`src/rtl/cdb_pkg.sv`:
```
// Shared definitions for the common data bus: requester indices, arbiter defaults, bus widths.
package cdb_pkg;

  localparam int unsigned NUM_REQ = 5;

  localparam int unsigned REQ_MULT   = 0;
  localparam int unsigned REQ_LOAD   = 1;
  localparam int unsigned REQ_BRANCH = 2;
  localparam int unsigned REQ_ALU    = 3;
  localparam int unsigned REQ_STORE  = 4;

  localparam int unsigned STARVE_LIMIT_DEF = 4;
  localparam int unsigned WAIT_W_DEF       = 3;
  localparam int unsigned RR_W             = 3;

  localparam int unsigned CDB_W_WIDE   = 133;
  localparam int unsigned CDB_W_MID    = 101;
  localparam int unsigned CDB_W_NARROW = 69;

  // Position k of a circular scan that starts at base (base < NUM_REQ).
  function automatic logic [RR_W-1:0] circ_idx(input logic [RR_W-1:0] base, input int unsigned k);
    int unsigned s;
    s = 32'(base) + k;
    if (s >= NUM_REQ) s = s - NUM_REQ;
    return RR_W'(s);
  endfunction

  function automatic logic [RR_W-1:0] rr_next(input logic [RR_W-1:0] idx);
    if (32'(idx) >= NUM_REQ - 1) return '0;
    return idx + RR_W'(1);
  endfunction

endpackage

```
`src/rtl/cdb_wait_ctr.sv`:
```
// Per-requester saturating wait counter with a registered starved flag.
module cdb_wait_ctr
  import cdb_pkg::*;
#(
  parameter int unsigned STARVE_LIMIT = STARVE_LIMIT_DEF,
  parameter int unsigned WAIT_W       = WAIT_W_DEF
) (
  input  logic clk,
  input  logic rst,
  input  logic req,
  input  logic grant,
  input  logic stall,
  output logic starved
);

  localparam logic [WAIT_W-1:0] Limit = WAIT_W'(STARVE_LIMIT);

  logic [WAIT_W-1:0] cnt_q, cnt_d;
  logic              starved_q;

  always_comb begin
    cnt_d = cnt_q;
    if (!req || grant) begin
      cnt_d = '0;
    end else if (!stall && (cnt_q < Limit)) begin
      cnt_d = cnt_q + WAIT_W'(1);
    end
  end

  // Flag follows the next count so promotion is visible the cycle the limit is reached.
  always_ff @(posedge clk) begin
    if (rst) begin
      cnt_q     <= '0;
      starved_q <= 1'b0;
    end else begin
      cnt_q     <= cnt_d;
      starved_q <= (cnt_d >= Limit);
    end
  end

  assign starved = starved_q;

endmodule

```
`src/rtl/cdb_arbiter.sv`:
```
// CDB arbiter: fixed priority (mult > load > branch > alu > store) with round-robin service
// of requesters promoted by their wait counters.
module cdb_arbiter
  import cdb_pkg::*;
#(
  parameter int unsigned STARVE_LIMIT = STARVE_LIMIT_DEF,
  parameter int unsigned WAIT_W       = WAIT_W_DEF
) (
  input  logic               clk,
  input  logic               rst,
  input  logic [NUM_REQ-1:0] req,
  input  logic               stall,
  output logic [NUM_REQ-1:0] grant,
  output logic               grant_valid,
  output logic [NUM_REQ-1:0] starved,
  output logic [RR_W-1:0]    rr_ptr
);

  logic [RR_W-1:0] rr_q, rr_d;
  logic [RR_W-1:0] scan_idx;
  logic [RR_W-1:0] win_idx;
  logic            starve_hit;
  logic            fixed_hit;

  always_comb begin
    grant      = '0;
    scan_idx   = '0;
    win_idx    = rr_q;
    starve_hit = 1'b0;
    fixed_hit  = 1'b0;
    if (!rst && !stall) begin
      for (int unsigned k = 0; k < NUM_REQ; k++) begin
        scan_idx = circ_idx(rr_q, k);
        if (!starve_hit && starved[scan_idx] && req[scan_idx]) begin
          grant[scan_idx] = 1'b1;
          win_idx         = scan_idx;
          starve_hit      = 1'b1;
        end
      end
      if (!starve_hit) begin
        for (int i = 0; i < NUM_REQ; i++) begin
          if (!fixed_hit && req[i]) begin
            grant[i]  = 1'b1;
            fixed_hit = 1'b1;
          end
        end
      end
    end
  end

  assign rr_d = starve_hit ? rr_next(win_idx) : rr_q;

  always_ff @(posedge clk) begin
    if (rst) begin
      rr_q <= '0;
    end else begin
      rr_q <= rr_d;
    end
  end

  for (genvar g = 0; g < NUM_REQ; g++) begin : g_wait
    cdb_wait_ctr #(
      .STARVE_LIMIT(STARVE_LIMIT),
      .WAIT_W      (WAIT_W)
    ) u_wait_ctr (
      .clk    (clk),
      .rst    (rst),
      .req    (req[g]),
      .grant  (grant[g]),
      .stall  (stall),
      .starved(starved[g])
    );
  end

  assign grant_valid = |grant;
  assign rr_ptr      = rr_q;

  a_onehot : assert property (@(posedge clk) disable iff (rst) $onehot0(grant));
  a_subset : assert property (@(posedge clk) disable iff (rst) ((grant & ~req) == '0));
  a_stall  : assert property (@(posedge clk) disable iff (rst) (stall |-> (grant == '0)));

endmodule

```
`config.mk`:
```
export PLATFORM = sky130hd
export DESIGN_NAME = cdb_arbiter
export DESIGN_NICKNAME = d
export VERILOG_FILES = /design/src/rtl/cdb_pkg.sv /design/src/rtl/cdb_wait_ctr.sv /design/src/rtl/cdb_arbiter.sv
export SDC_FILE = /design/constraint.sdc
export NUM_CORES = 1
export LEC_CHECK = 0
export CELL_PAD_IN_SITES_DETAIL_PLACEMENT = 0
export CELL_PAD_IN_SITES_GLOBAL_PLACEMENT = 1
export CORE_MARGIN = 4
export CORE_UTILIZATION = 40
export DETAILED_ROUTE_END_ITERATION = 16
export GPL_TIMING_DRIVEN = 0
export HOLD_SLACK_MARGIN = 0.15
export PLACE_DENSITY = 0.82
export SYNTH_ARGS = -nofsm -noshare
export SYNTH_HDL_FRONTEND = slang
export SYNTH_SLANG_ARGS = --single-unit
```
`constraint.sdc`:
```
create_clock -name clk -period 5.4 [get_ports clk]
set_input_delay 1.62 -clock clk [delete_from_list [all_inputs] [get_ports clk]]
set_output_delay 1.62 -clock clk [all_outputs]
set_load 0.01 [all_outputs]
```
==> summary.txt <==
Status
  – Outcome: complete, but fails checks
  – Failing checks: setup timing

Clocking
  – Reg clk slew, reported paths: 0.07 ns
  – CTS tree: built
  – CTS HTree Levels: 1
  – CTS max path bufs: 2
  – Skew-Pair Late Insertion Delay: 0.25 ns
  – Root Driver: clkbuf_8
  – Clock sinks: 18
  – CTS Hold Bufs: 0
  – Cts bufs inserted: 3

Setup path
  – Req. time, crit path: 3.78 ns
  – Crit path max fanout: 9
  – CP Data Arrival Time: 3.84 ns
  – WS Path Type: in2out
  – Startpoint types: primary input
  – Critical path capture point type: output pin

Place
  – Global placement routability congestion: 0.9650
  – Pre-CTS WS: -1.418 ns
  – Port Buffers: 20
  – Placed cells: 474
  – Placement Cell Area: 3065 um^2
  – Post-DP HPWL: 7026 um

Power
  – Leak: 1.676 nW
  – Power Density: 399.6 nW/um^2
  – Worst vdd ir: 170.4 uV
  – Reg power frac: 0.093
  – Comb pwr share: 0.840
  – Final Power: 1.635 mW
  – Sw Ratio: 0.4958
  – Clock group share of total power: 0.068
  – Pint: 824.5 uW
  – Psw: 810.9 uW

STA
  – Final cycle utilization of the critical path: 1.011
  – Fin worst setup slack: -0.05784 ns
  – Fin crit period: 5.458 ns
  – Fin. max-slew vios: 0
  – Setup TNS: -0.05784 ns
  – Relative slew slack: 0.6181
  – Setup violators final: 1
  – Fmax achieved: 0.1832 GHz
  – Final hold violations: 0
  – RSZ-0062 raised after global routing: yes
  – Setup Skew: 0.001178 ns
  – Worst Tran Pin Value: 0.5728 ns
  – Worst Hold Slack: 0.4830 ns

Global routing
  – Pin count of the biggest net entering global routing: 12
  – Gr ovfl total: 0
  – Gr usage total: 0.2324
  – Busiest metal layer after global routing: met2
  – Initial antenna violation count: 0
  – GR Util met3: 0.02486
  – Vias in the first global route: 3068
  – GR Layer Usage met1: 0.3268
  – First-pass GRT wire length: 15700 um
  – Met2 usage: 0.3697

Synthesis
  – Syn Std Cell Area: 2765 um^2
  – Syn Nets: 398
  – Syn. warnings: 0
  – Top post-synthesis cells by area: dfxtp_1, ha_1, a21oi_1
  – Ys flop type: dfxtp_1
  – Synth top area share: 0.1303
  – Post-synth EDFFs: 0
  – Cell taking the most area after synthesis: dfxtp_1
  – Unique cell type count in the Yosys netlist: 78
  – Syn Inst Count: 374
  – Register bit count reported by yosys: 18
  – Ys async rst share: 0
  – Commonest cells post-synth: nor2_1, nand2_1, a21oi_1, dfxtp_1, o21ai_0
  – Count leader, synth: nor2_1
  – Register area share after synthesis: 0.1303
  – Mean area per synthesized cell: 7.393 um^2

Route
  – Avg WL per Cell: 19.57 um
  – DR vias: 3380
  – DR iter-0 viols: 350
  – Via-per-instance ratio: 6.426
  – Drc violations: 0
  – DRT Wirelength: 10290 um
  – Pre-antenna DRT Iters: 6
  – Antenna-violating nets left: 0

Floorplanning
  – Die height: 91.15 um
  – IO Pins: 22
  – Die area: 8307 um^2
  – Rows: 30
  – Core ar.: 6756 um^2
  – Initial core utilization: 0.4093
  – Die Span X: 91.15 um

Final layout
  – Nets@finish: 471
  – Area added between synthesis and finish: 48.01%
  – Ant diodes: 0
  – Layout cell share with drive strength beyond 1: 0.3924
  – Multi-input logic area: 2658 um^2
  – # fillers: 600
  – Register area: 371.6 um^2
  – Final non-filler cell total: 526
  – Design area: 4093 um^2
  – Utilization after layout: 0.6057

Flow run
  – Maxcap violations: 0

Hold path
  – Hold crit path type: reg2reg
layer usage:
metal | share of wire | vias to the layer above
li1 | - | 1558
met1 | 0.45 | 1610
met2 | 0.46 | 179
met3 | 0.061 | 33
met4 | 0.032 | 0
met5 | 0 | -
cell families after synthesis:
family | after synthesis | synth area share
mux | 9 | 0.03348
simple gates | 145 | 0.2833
flops | 18 | 0.1303
xor+xnor | 7 | 0.02217
fa+ha+maj | 16 | 0.07511
buf+inv | 44 | 0.08190
compound gates | 135 | 0.3738
cell usage in the layout (no fill, tap or decap), types with 5 or more instances in the layout:
cell type / n
nand3b_1: 5
o21ai_1: 5
nand2b_1: 8
nand2_1: 25
clkdlybuf4s50_1: 10
buf_6: 11
nand3_1: 12
o31ai_1: 5
nor3_1: 8
o21ai_0: 13
buf_2: 7
buf_4: 56
xnor2_1: 6
o211ai_1: 5
nor2_1: 28
mux2i_1: 6
nor4b_1: 6
ha_1: 12
inv_1: 10
a21oi_1: 23
a211oi_4: 5
dfxtp_1: 15
final cells by class:
class / count / area share
tap: 80 / 0.02446
sequential: 18 / 0.09080
inverter: 12 / 0.01406
clock buffer: 4 / 0.01345
timing repair buffer: 69 / 0.1467
buffer: 31 / 0.06114
multi-input combinational: 312 / 0.6493
critical path, stage by stage:
cell and delay [ns]:
buf_8 0.12, and2_4 0.16, buf_4 0.16, a211oi_4 0.36, o31ai_4 0.16, buf_6 0.16, nand3_2 0.07, o31ai_2 0.07
o31a_1 0.33, or4b_4 0.49, buf_6 0.13
power by group through the flow:
stage                     logic [mW]  registers [mW]  clock network (mW)
after floorplan                0.660           0.155                   0
after global placement         0.899           0.156                   0
after detailed placement       0.896           0.157                   0
after CTS                       1.17           0.158               0.113
after global routing            1.45           0.153               0.120
final                           1.37           0.152               0.111
repair_timing:
item                                    in CTS  in global routing
buffers inserted                            36                 13
gates resized for setup                    120                 57
endpoints found under the setup margin       6                  6
cloned                                       0                  1
pin swaps                                   24                 43
sequential cells by signal (all words and copies together) (netlist names):
| signal | count |
|---|---|
| g_wait.u_wait_ctr.starved | 5 |
| g_wait.u_wait_ctr.cnt_q | 10 |
| rr_ptr | 3 |
final timing paths:
kind                                 start                            end  slack [ns]  cells past startpoint
min          g_wait[4].u_wait_ctr.cnt_q[1]  g_wait[4].u_wait_ctr.cnt_q[1]        0.48                      2
max reg2reg                      rr_ptr[0]                      rr_ptr[2]        1.55                     22
min reg2reg  g_wait[4].u_wait_ctr.cnt_q[1]  g_wait[4].u_wait_ctr.cnt_q[1]        0.48                      2
max                                 req[2]                    grant_valid       -0.06                     11
Note: power is estimated with default switching activity, not from simulation.
